### src/rtl/vedic_seq_mult.sv
// Sequential N x N unsigned multiplier, Urdhva-Tiryakbhyam (vertical-and-crosswise).
// One product column is reduced per clock: the column's partial products plus the
// carry from the previous column. The result is presented on a valid/ready port.
module vedic_seq_mult #(
  parameter int unsigned N  = 4,
  parameter int unsigned CW = $clog2(N) + 1
) (
  input  logic           clk,
  input  logic           rst,
  input  logic           in_valid,
  output logic           in_ready,
  input  logic [N-1:0]   a,
  input  logic [N-1:0]   b,
  output logic           out_valid,
  input  logic           out_ready,
  output logic [2*N-1:0] product,
  output logic           busy
);

  localparam int unsigned KW = $clog2(2 * N);
  localparam int unsigned IW = (N > 1) ? $clog2(N) : 1;
  localparam int unsigned SW = CW + 1;
  localparam logic [KW-1:0] KLast = KW'(2 * N - 2);

  typedef enum logic [1:0] {StIdle, StCompute, StDone} state_e;

  state_e           state_q;
  logic [N-1:0]     a_q;
  logic [N-1:0]     b_q;
  logic [KW-1:0]    k_q;
  logic [CW-1:0]    carry_q;
  logic [2*N-1:0]   product_q;
  logic [SW-1:0]    col_sum;

  // Column k: carry-in plus every a[i]&b[k-i] whose index pair is in range.
  always_comb begin
    col_sum = {1'b0, carry_q};
    for (int i = 0; i < N; i++) begin
      if ((KW'(i) <= k_q) && ((k_q - KW'(i)) < KW'(N))) begin
        col_sum = col_sum + SW'(a_q[i] & b_q[IW'(k_q - KW'(i))]);
      end
    end
  end

  // Control FSM and datapath registers; column bit and carry are written each COMPUTE cycle.
  always_ff @(posedge clk or posedge rst) begin
    if (rst) begin
      state_q   <= StIdle;
      a_q       <= '0;
      b_q       <= '0;
      k_q       <= '0;
      carry_q   <= '0;
      product_q <= '0;
    end else begin
      unique case (state_q)
        StIdle: begin
          if (in_valid) begin
            a_q       <= a;
            b_q       <= b;
            k_q       <= '0;
            carry_q   <= '0;
            product_q <= '0;
            state_q   <= StCompute;
          end
        end
        StCompute: begin
          product_q[k_q] <= col_sum[0];
          carry_q        <= col_sum[SW-1:1];
          k_q            <= k_q + 1'b1;
          if (k_q == KLast) begin
            // Last column: its carry is the product MSB; higher carry bits are always zero.
            product_q[2*N-1] <= col_sum[1];
            state_q          <= StDone;
          end
        end
        StDone: begin
          if (out_ready) begin
            state_q <= StIdle;
          end
        end
        default: state_q <= StIdle;
      endcase
    end
  end

  assign in_ready  = (state_q == StIdle);
  assign busy      = (state_q == StCompute);
  assign out_valid = (state_q == StDone);
  assign product   = product_q;

endmodule

### config.mk
export PLATFORM = sky130hd
export DESIGN_NAME = vedic_seq_mult
export DESIGN_NICKNAME = d
export VERILOG_FILES = /design/src/rtl/vedic_seq_mult.sv
export SDC_FILE = /design/constraint.sdc
export NUM_CORES = 1
export LEC_CHECK = 0
export CORE_MARGIN = 5
export CORE_UTILIZATION = 59
export CTS_CLUSTER_SIZE = 14
export DETAILED_ROUTE_END_ITERATION = 10
export PLACE_DENSITY = 0.81
export SYNTH_ARGS = -nofsm -noshare
export SYNTH_HDL_FRONTEND = slang
export SYNTH_SLANG_ARGS = --single-unit
### constraint.sdc
create_clock -name clk -period 8.15 [get_ports clk]
set_input_delay 1.63 -clock clk [delete_from_list [all_inputs] [get_ports clk]]
set_output_delay 1.63 -clock clk [all_outputs]
set_load 0.02 [all_outputs]
# Yosys cells after proc, flatten, opt, wreduce, memory -nomap -nowiden
# Cells that the tools add are included.
# totals
reg_bits	24
output_inout_bits	11
in_bits	12
# classes
addsub	8
n_lt_le_gt_ge	14
n_eq_ne	6
bitwise_logic	4
reduce_logical	10
n_mux	25
# ops
cell	n
$mux 4	4
$pmux 8 s2	1
$add 4x1->4	3
$lt 2x3->1 const B	4
$lt 3x3->1 const B	4
$pmux 3 s2	2
$bmux 1 s2	4
$bwmux 8	1
$mux 8	1
$le 1x3->1 const A	2
$le 2x3->1 const A	2
$mux 1	6
$mux 2	3
$pmux 2 s3	1
$sub 3x2->3 const B	2
$logic_and 1x1->1	5
$add 3x1->4	1
$and 1x1->1	4
$lt 3x4->1 const B	1
$ne 2x1->1 const B	2
$reduce_and 2->1	2
$add 3x1->3 const B	1
$demux 1 s3	1
$eq 3x3->1 const B	1
other kinds (9)	9

# Depth between registers and ports, before layout
# Gate-level depths: netlist of the first run.
# depth
depth_word	14
depth_mapped	16
mapped_depth_nobuf	16

# Least setup slack after synthesis of the first run
# No wires, ideal clock.
# synth_path
path_kind	reg-to-reg
from	register k_q[0]
to	register product_q[7], in the netlist product[7]
arrival_time_ps	3588
required_time_ps	8031
path_slack_ps	4444
stages_incl_launch_ff	16
path_cell_list	dfrtp_1 -> clkbuf_1 -> inv_1 -> ha_1 -> mux4_2 -> and2_1 -> ha_1 -> o21a_1 -> ha_1 -> ha_1 -> o22ai_1 -> a311oi_1 -> ha_1 -> nor2_1 -> nor3_1 -> o21a_1
# synth_via
elab_chain_cells	14
elab_cells_between_ends	44
classes_between	7 x add/sub; 10 x order compare; 1 x eq/ne; 17 x mux; 4 x bitwise; 5 x reduce/logical
# synth_rtl
element	line_no	rtl
start: declaration	30	logic [KW-1:0] k_q;
start signal: assignment	69	k_q <= k_q + 1'b1;
$bmux 1 s2	40	col_sum = col_sum + SW'(a_q[i] & b_q[IW'(k_q - KW'(i))]);
$mux 1 (implied by the code)	40	
$and 1x1->1	40	
$add 3x1->4	40	
$mux 4	39	if ((KW'(i) <= k_q) && ((k_q - KW'(i)) < KW'(N))) begin
$add 4x1->4	40	
$mux 4	39	
$add 4x1->4	40	
$mux 4	39	
$add 4x1->4	40	
$mux 4	39	
$bwmux 8	67	product_q[k_q] <= col_sum[0];
$mux 1 *	70	if (k_q == KLast) begin
$pmux 8 s2 *	55	unique case (state_q)
end signal: indexed assignment	67	
end signal: indexed assignment	72	product_q[2*N-1] <= col_sum[1];
end: declaration	32	logic [2*N-1:0] product_q;
# Mark *: on every way between the ends. The rest lies on a longest branch, timed or not. The select of a mux whose other input is x is not followed.
# A chain may end at the register's enable or synchronous reset.

# Final worst setup path of the first run
# Same ends and word-level chain as after synthesis.

==> results of run 1 <==
## cell usage in the layout (no fill, tap or decap), types with 3 or more instances in the layout
master,synthesis,layout
and2_1,4,4
clkbuf_4,0,3
clkdlybuf4s50_1,0,22
dfrtp_1,24,24
ha_1,16,16
inv_1,7,7
mux2_2,8,8
mux4_2,4,4
nand2_1,18,18
nand3_1,17,17
nor2_1,6,6
o211ai_1,3,3
o21a_1,3,3
o21ai_0,12,12
xnor2_1,5,5
xor2_1,3,3
## how the worst min path moves through the flow
stage | startpoint | endpoint | slack [ps] | cells past startpoint
floorplan | a_q[2] | a_q[2] | 470 | 1
CTS | product[3] | product[3] | 520 | 2
detailed placement | product[3] | product[3] | 500 | 2
finish | product[3] | product[3] | 520 | 2
global route | product[6] | product[6] | 560 | 2
global placement | product[6] | product[6] | 480 | 2
## where the power goes
| part | switching (mW) | total, mW | internal [mW] |
|---|---|---|---|
| Combinational | 0.316 | 0.579 | 0.263 |
| Sequential | 0.0604 | 0.228 | 0.167 |
| Clock | 0.0380 | 0.0654 | 0.0274 |
## per-stage QoR
step / cell area, um2 / util [%] / total power [mW] / setup WS [ps]
after CTS: 1940 / 71.1 / 0.874 / 3940
after global routing: 1940 / 71.1 / 0.961 / 3600
after detailed placement: 1910 / 69.8 / 0.806 / 3960
after floorplan: 1680 / - / 0.664 / 4440
after global placement: 1910 / 69.8 / 0.776 / 4110
final: 1940 / 71.1 / 0.872 / 3930
## synth_stat cells, drive strengths merged, types with 3 or more instances
| cell type | n | area share (%) |
|---|---|---|
| nand2 | 18 | 4.0 |
| o21a | 3 | 1.3 |
| xor2 | 3 | 1.6 |
| o211ai | 3 | 1.3 |
| and2 | 5 | 2.0 |
| o21ai | 13 | 4.1 |
| nor2 | 6 | 1.3 |
| inv | 8 | 1.8 |
| mux2 | 8 | 5.4 |
| ha | 16 | 12 |
| xnor2 | 5 | 2.6 |
| nand3 | 17 | 5.1 |
| clkbuf | 4 | 0.90 |
| mux4 | 4 | 5.4 |
| dfrtp | 24 | 36 |
## tightest hold or removal path: stages, from the launching register on
cell and delay, ps:
dfrtp_1 370, nand3_1 60, o21ai_0 60
## cell type report
class / count / area, um2
inverters: 9 / 33.8
repair buffers: 22 / 220
flip-flops and latches: 24 / 601
clock buffers: 4 / 36.3
well taps: 31 / 38.8
multi-input cells: 129 / 1010
fillers: 203 / 790
## flip-flops by register name, summed over array words and instances (netlist names)
register	count
b_q	4
carry_q	3
product	8
state_q	2
a_q	4
k_q	3
## cell families (layout without fill, tap and decap cells)
| kind of cell | after synthesis | after routing | synth area share [%] |
|---|---|---|---|
| simple gates | 59 | 59 | 18.2 |
| compound gates | 31 | 31 | 12.2 |
| flops | 24 | 24 | 35.8 |
| fa+ha+maj | 16 | 16 | 11.9 |
| mux | 14 | 14 | 12.7 |
| buf+inv | 14 | 35 | 3.58 |
| xor+xnor | 9 | 9 | 5.53 |
## per-layer routing
metal	global-route usage (%)	part of all wire [%]
met1	24.6	45
met2	31.9	50
met3	4.44	3.8
met4	6.49	1.3
met5	0	0
==> results.py, run 1 <==
metrics = {
    "synth": {
        "syn_area_per_cell_um2": 10.0,
        "synth_seq_cells": 24,
        "synthArstFlopShare_pct": 100,
        "synthFlopType": "dfrtp_1",
        "synth_edf_count": 0,
        "synth_nets": 195,
        "synth_cell_type_count": 43,
        "synthCells": 167,
        "netlist_area_um2": 1680,
        "seq_area_frac_synth_pct": 35.8,
        "synth-warning-count": 0,
    },
    "timing": {
        "grt_setup_unrepaired": "false",
        "fmaxAchievable_mhz": 237,
        "finalHoldViolCount": 0,
        "hold_slack_ps": 520,
        "min_period_over_period_pct": 51.7,
        "setup_viol": 0,
        "setup_tns_ps": 0,
        "min_period_ps": 4220,
        "worst_pin_slew_ps": 907,
        "slew_violations": 0,
        "slew_headroom_pct": 39.5,
        "skew_ps": 3.15,
    },
    "floorplanning": {
        "die_h_um": 63.3,
        "rows": 19,
        "core_um2": 2730,
        "fp.dieArea_um2": 4000,
        "die_x_um": 63.3,
        "pin_count": 23,
        "start_util_pct": 61.3,
    },
    "clock_tree": {
        "ctsResizeCount": 0,
        "cts-buffers-inserted": 3,
        "clockBufferDepth": 2,
        "htree_levels": 1,
        "holdBufCountCts": 0,
        "clock_latency_ps": 320,
        "cts_tree": "yes",
        "path_clk_slew_ps": 140,
        "root_buffer": "clkbuf_4",
        "cts_sinks": 24,
        "cts_setup_buffers": 0,
    },
    "setup_path": {
        "cp.required_ps": 8380,
        "crit_top_cell": "ha_1",
        "crit_path_start": "k_q[0]",
        "cp_max_fo": 15,
        "cp.depth": 16,
        "ff2ff_path_depth": 16,
        "r2r-end": "product[7]",
        "worstPathArrival_ps": 4450,
        "path_class": "reg2reg",
        "worstReg2RegStart": "k_q[0]",
        "crit_chain": "mux4_2 > and2_1 > ha_1 > ha_1 > mux2i_4 > inv_2 > ha_1 > nand2_1 > o21ai_0 > ha_1 > o22ai_1 > a311oi_1 > ha_1 > nor2_1 > nor3_1 > o21a_1",
        "start_kind": "flip-flop",
        "cp_slowest_cell": "dfrtp_1",
        "worst-path-buf-inv": 1,
        "slowest_delay_ps": 700,
        "rrSetupSlack_ps": 3930,
        "worst_path_dominant_cell_family": "adder cells",
        "endpoint_kind": "flip-flop",
        "setup.worst_path.end": "product[7]",
    },
    "drt": {
        "vias": 1335,
        "firstDrtPassIters": 4,
        "vias_per_cell": 6.10,
        "drcViolationCount": 0,
        "drtIter0Drc": 63,
        "ant_nets": 0,
        "routed_wirelength_um": 3560,
        "wire_per_inst_um": 16.3,
    },
    "grt": {
        "grt_first_pass_wirelength_um": 6350,
        "antenna_found_initial": 0,
        "grt_usage_pct": 19.2,
        "grt_max_degree": 25,
        "overflow": 0,
        "grt_pass1_vias": 1412,
    },
    "placed_design": {
        "io_buffer_count": 22,
        "place_congestion": 0.802,
        "placedCellCount": 215,
        "dp_hpwl_um": 2730,
    },
    "hold_path": {
        "hold_class": "reg2reg",
    },
    "pwr": {
        "max-vdd-ir-drop_mv": 0.290,
        "power_density_nw_per_um2": 449,
        "p_leak_nw": 0.868,
    },
    "finish": {
        "final_cells": 219,
        "area_delta_synth_final_pct": 16.1,
        "final_layout_size_suffix_gt1_share_pct": 13.8,
        "diodes": 0,
        "num-nets-final": 217,
    },
    "status": {
        "status": "complete, no violations",
    },
    "job": {
        "drv_cap": 0,
    },
}
Note: power is estimated with default switching activity, not from simulation.
==> run 2: changes to the inputs <==
--- a/config.mk
+++ b/config.mk
@@ -6,10 +6,10 @@
 export NUM_CORES = 1
 export LEC_CHECK = 0
 export CORE_MARGIN = 5
-export CORE_UTILIZATION = 59
+export CORE_UTILIZATION = 54
 export CTS_CLUSTER_SIZE = 14
 export DETAILED_ROUTE_END_ITERATION = 10
-export PLACE_DENSITY = 0.81
+export PLACE_DENSITY = 0.75
 export SYNTH_ARGS = -nofsm -noshare
 export SYNTH_HDL_FRONTEND = slang
 export SYNTH_SLANG_ARGS = --single-unit
==> constraint.sdc (replaced) <==
create_clock -name clk -period 4.16 [get_ports clk]
set_input_delay 0.832 -clock clk [delete_from_list [all_inputs] [get_ports clk]]
set_output_delay 0.832 -clock clk [all_outputs]
set_load 0.02 [all_outputs]
==> results.py, run 2 (synthesis results as in run 1) <==
metrics = {
    "finish": {
        "final_layout_size_suffix_gt1_share_pct": 14.3,
        "final.fill_count": 248,
        "layout_common_cells": "24 x dfrtp_1, 22 x clkdlybuf4s50_1, 18 x nand2_1, 17 x nand3_1, 16 x ha_1",
        "num-nets-final": 218,
        "largest_reg_flops": 8,
        "diodes": 0,
        "area_delta_synth_final_pct": 16.7,
        "layout_commonest_cell": "dfrtp_1",
        "seq_area_um2": 601,
        "multi_input_area_um2": 1010,
    },
    "job": {
        "drv_cap": 0,
    },
    "timing": {
        "grt_setup_unrepaired": "false",
        "fmaxAchievable_mhz": 260,
        "slew_headroom_pct": 35.7,
        "min_period_over_period_pct": 92.4,
        "skew_ps": 3.58,
        "slew_violations": 0,
        "hold_slack_ps": 528,
        "setup_viol": 0,
        "setup_tns_ps": 0,
        "min_period_ps": 3850,
        "fin_ws_ps": 315,
        "worst_pin_slew_ps": 963,
        "finalHoldViolCount": 0,
    },
    "drt": {
        "wire_per_inst_um": 16.1,
        "vias_per_cell": 5.91,
        "vias": 1311,
        "drtIter0Drc": 46,
        "routed_wirelength_um": 3570,
        "drcViolationCount": 0,
        "ant_nets": 0,
        "firstDrtPassIters": 4,
    },
    "clock_tree": {
        "path_clk_slew_ps": 130,
        "htree_levels": 1,
        "cts_tree": "yes",
        "cts-buffers-inserted": 3,
        "root_buffer": "clkbuf_4",
        "ctsResizeCount": 0,
        "clock_latency_ps": 320,
        "cts_sinks": 24,
        "holdBufCountCts": 0,
        "clockBufferDepth": 2,
        "cts_setup_buffers": 0,
    },
    "floorplanning": {
        "start_util_pct": 55.8,
        "die_h_um": 65.7,
        "fp.dieArea_um2": 4320,
        "core_um2": 3000,
        "rows": 20,
        "die_x_um": 65.7,
        "pin_count": 23,
    },
    "pwr": {
        "power_density_nw_per_um2": 881,
        "max-vdd-ir-drop_mv": 0.431,
        "p_leak_nw": 0.873,
    },
    "setup_path": {
        "cp_max_fo": 5,
        "start_kind": "flip-flop",
        "cp.required_ps": 4390,
        "endpoint_kind": "flip-flop",
        "path_class": "reg2reg",
        "crit_chain": "mux4_2 > and2_1 > ha_1 > ha_1 > mux2i_4 > inv_2 > ha_1 > nand2_1 > o21ai_0 > ha_1 > o22ai_1 > a311oi_1 > ha_1 > nor2_1 > nor3_1 > o21a_1",
        "cp_slowest_cell": "mux4_2",
        "worstPathArrival_ps": 4080,
        "slowest_delay_ps": 460,
        "crit_top_cell": "ha_1",
    },
    "grt": {
        "grt_max_degree": 25,
        "overflow": 0,
        "grt_pass1_vias": 1320,
        "grt_first_pass_wirelength_um": 6110,
        "grt_usage_pct": 18.5,
        "antenna_found_initial": 0,
    },
    "hold_path": {
        "hold_class": "reg2reg",
    },
    "status": {
        "status": "complete, no violations",
    },
    "placed_design": {
        "dp_hpwl_um": 2700,
        "pre_cts_slack_ps": 318,
        "io_buffer_count": 22,
        "place_congestion": 0.813,
    },
}
-- run 2: cell type report --
| type | instances | share of cell area [%] |
|---|---|---|
| clock buffer | 4 | 1.86 |
| inverter | 9 | 1.73 |
| timing repair buffer | 23 | 11.7 |
| tap | 33 | 2.11 |
| sequential | 24 | 30.7 |
| multi-input combinational | 129 | 51.9 |
-- run 2: final timing paths --
kind | from | to | slack, ps | cells past startpoint
min in group asynchronous | rst | product[0] | 1010 | 2
min | product[2] | product[2] | 530 | 2
min reg2reg | product[2] | product[2] | 530 | 2
max | b_q[0] | product[7] | 310 | 16
max reg2reg | b_q[0] | product[7] | 310 | 16
max in group asynchronous | rst | a_q[3] | 2560 | 2
-- run 2: report_power, final --
group          internal (mW)  switching, mW
Clock                 0.0536         0.0718
Sequential             0.329         0.0999
Combinational          0.520          0.647
Total                  0.902          0.819
-- run 2: layer usage --
metal / GRT usage [%] / vias to the layer above / routed length, um / share of wire, %
met2: 30.3 / 16 / 1770 / 50
met4: 9.59 / 0 / 76 / 2.1
met3: 3.59 / 7 / 71 / 2.0
li1: - / 647 / - / -
met5: 0 / - / 0 / 0
met1: 22.9 / 641 / 1650 / 46
-- run 2: critical path: cells and delay by family, from the launching register on --
family	cells	cell delay [ps]
buffers and inverters	1	60
adder cells (fa/ha/maj)	5	1410
AND/OR/NAND/NOR	4	440
multiplexers	2	670
AO/OA/AOI/OAI	4	730
flip-flops	1	440
-- run 2: metrics by stage --
| stage | instance area (um2) | power (mW) | util (%) | std cells |
|---|---|---|---|---|
| after global placement | 1920 | 1.54 | 63.9 | 218 |
| after detailed placement | 1920 | 1.59 | 63.9 | 218 |
| after global routing | 1950 | 1.89 | 65.1 | 222 |
| final | 1950 | 1.72 | 65.1 | 222 |
| after floorplan | 1680 | 1.30 | - | 167 |
| after CTS | 1950 | 1.73 | 65.1 | 222 |
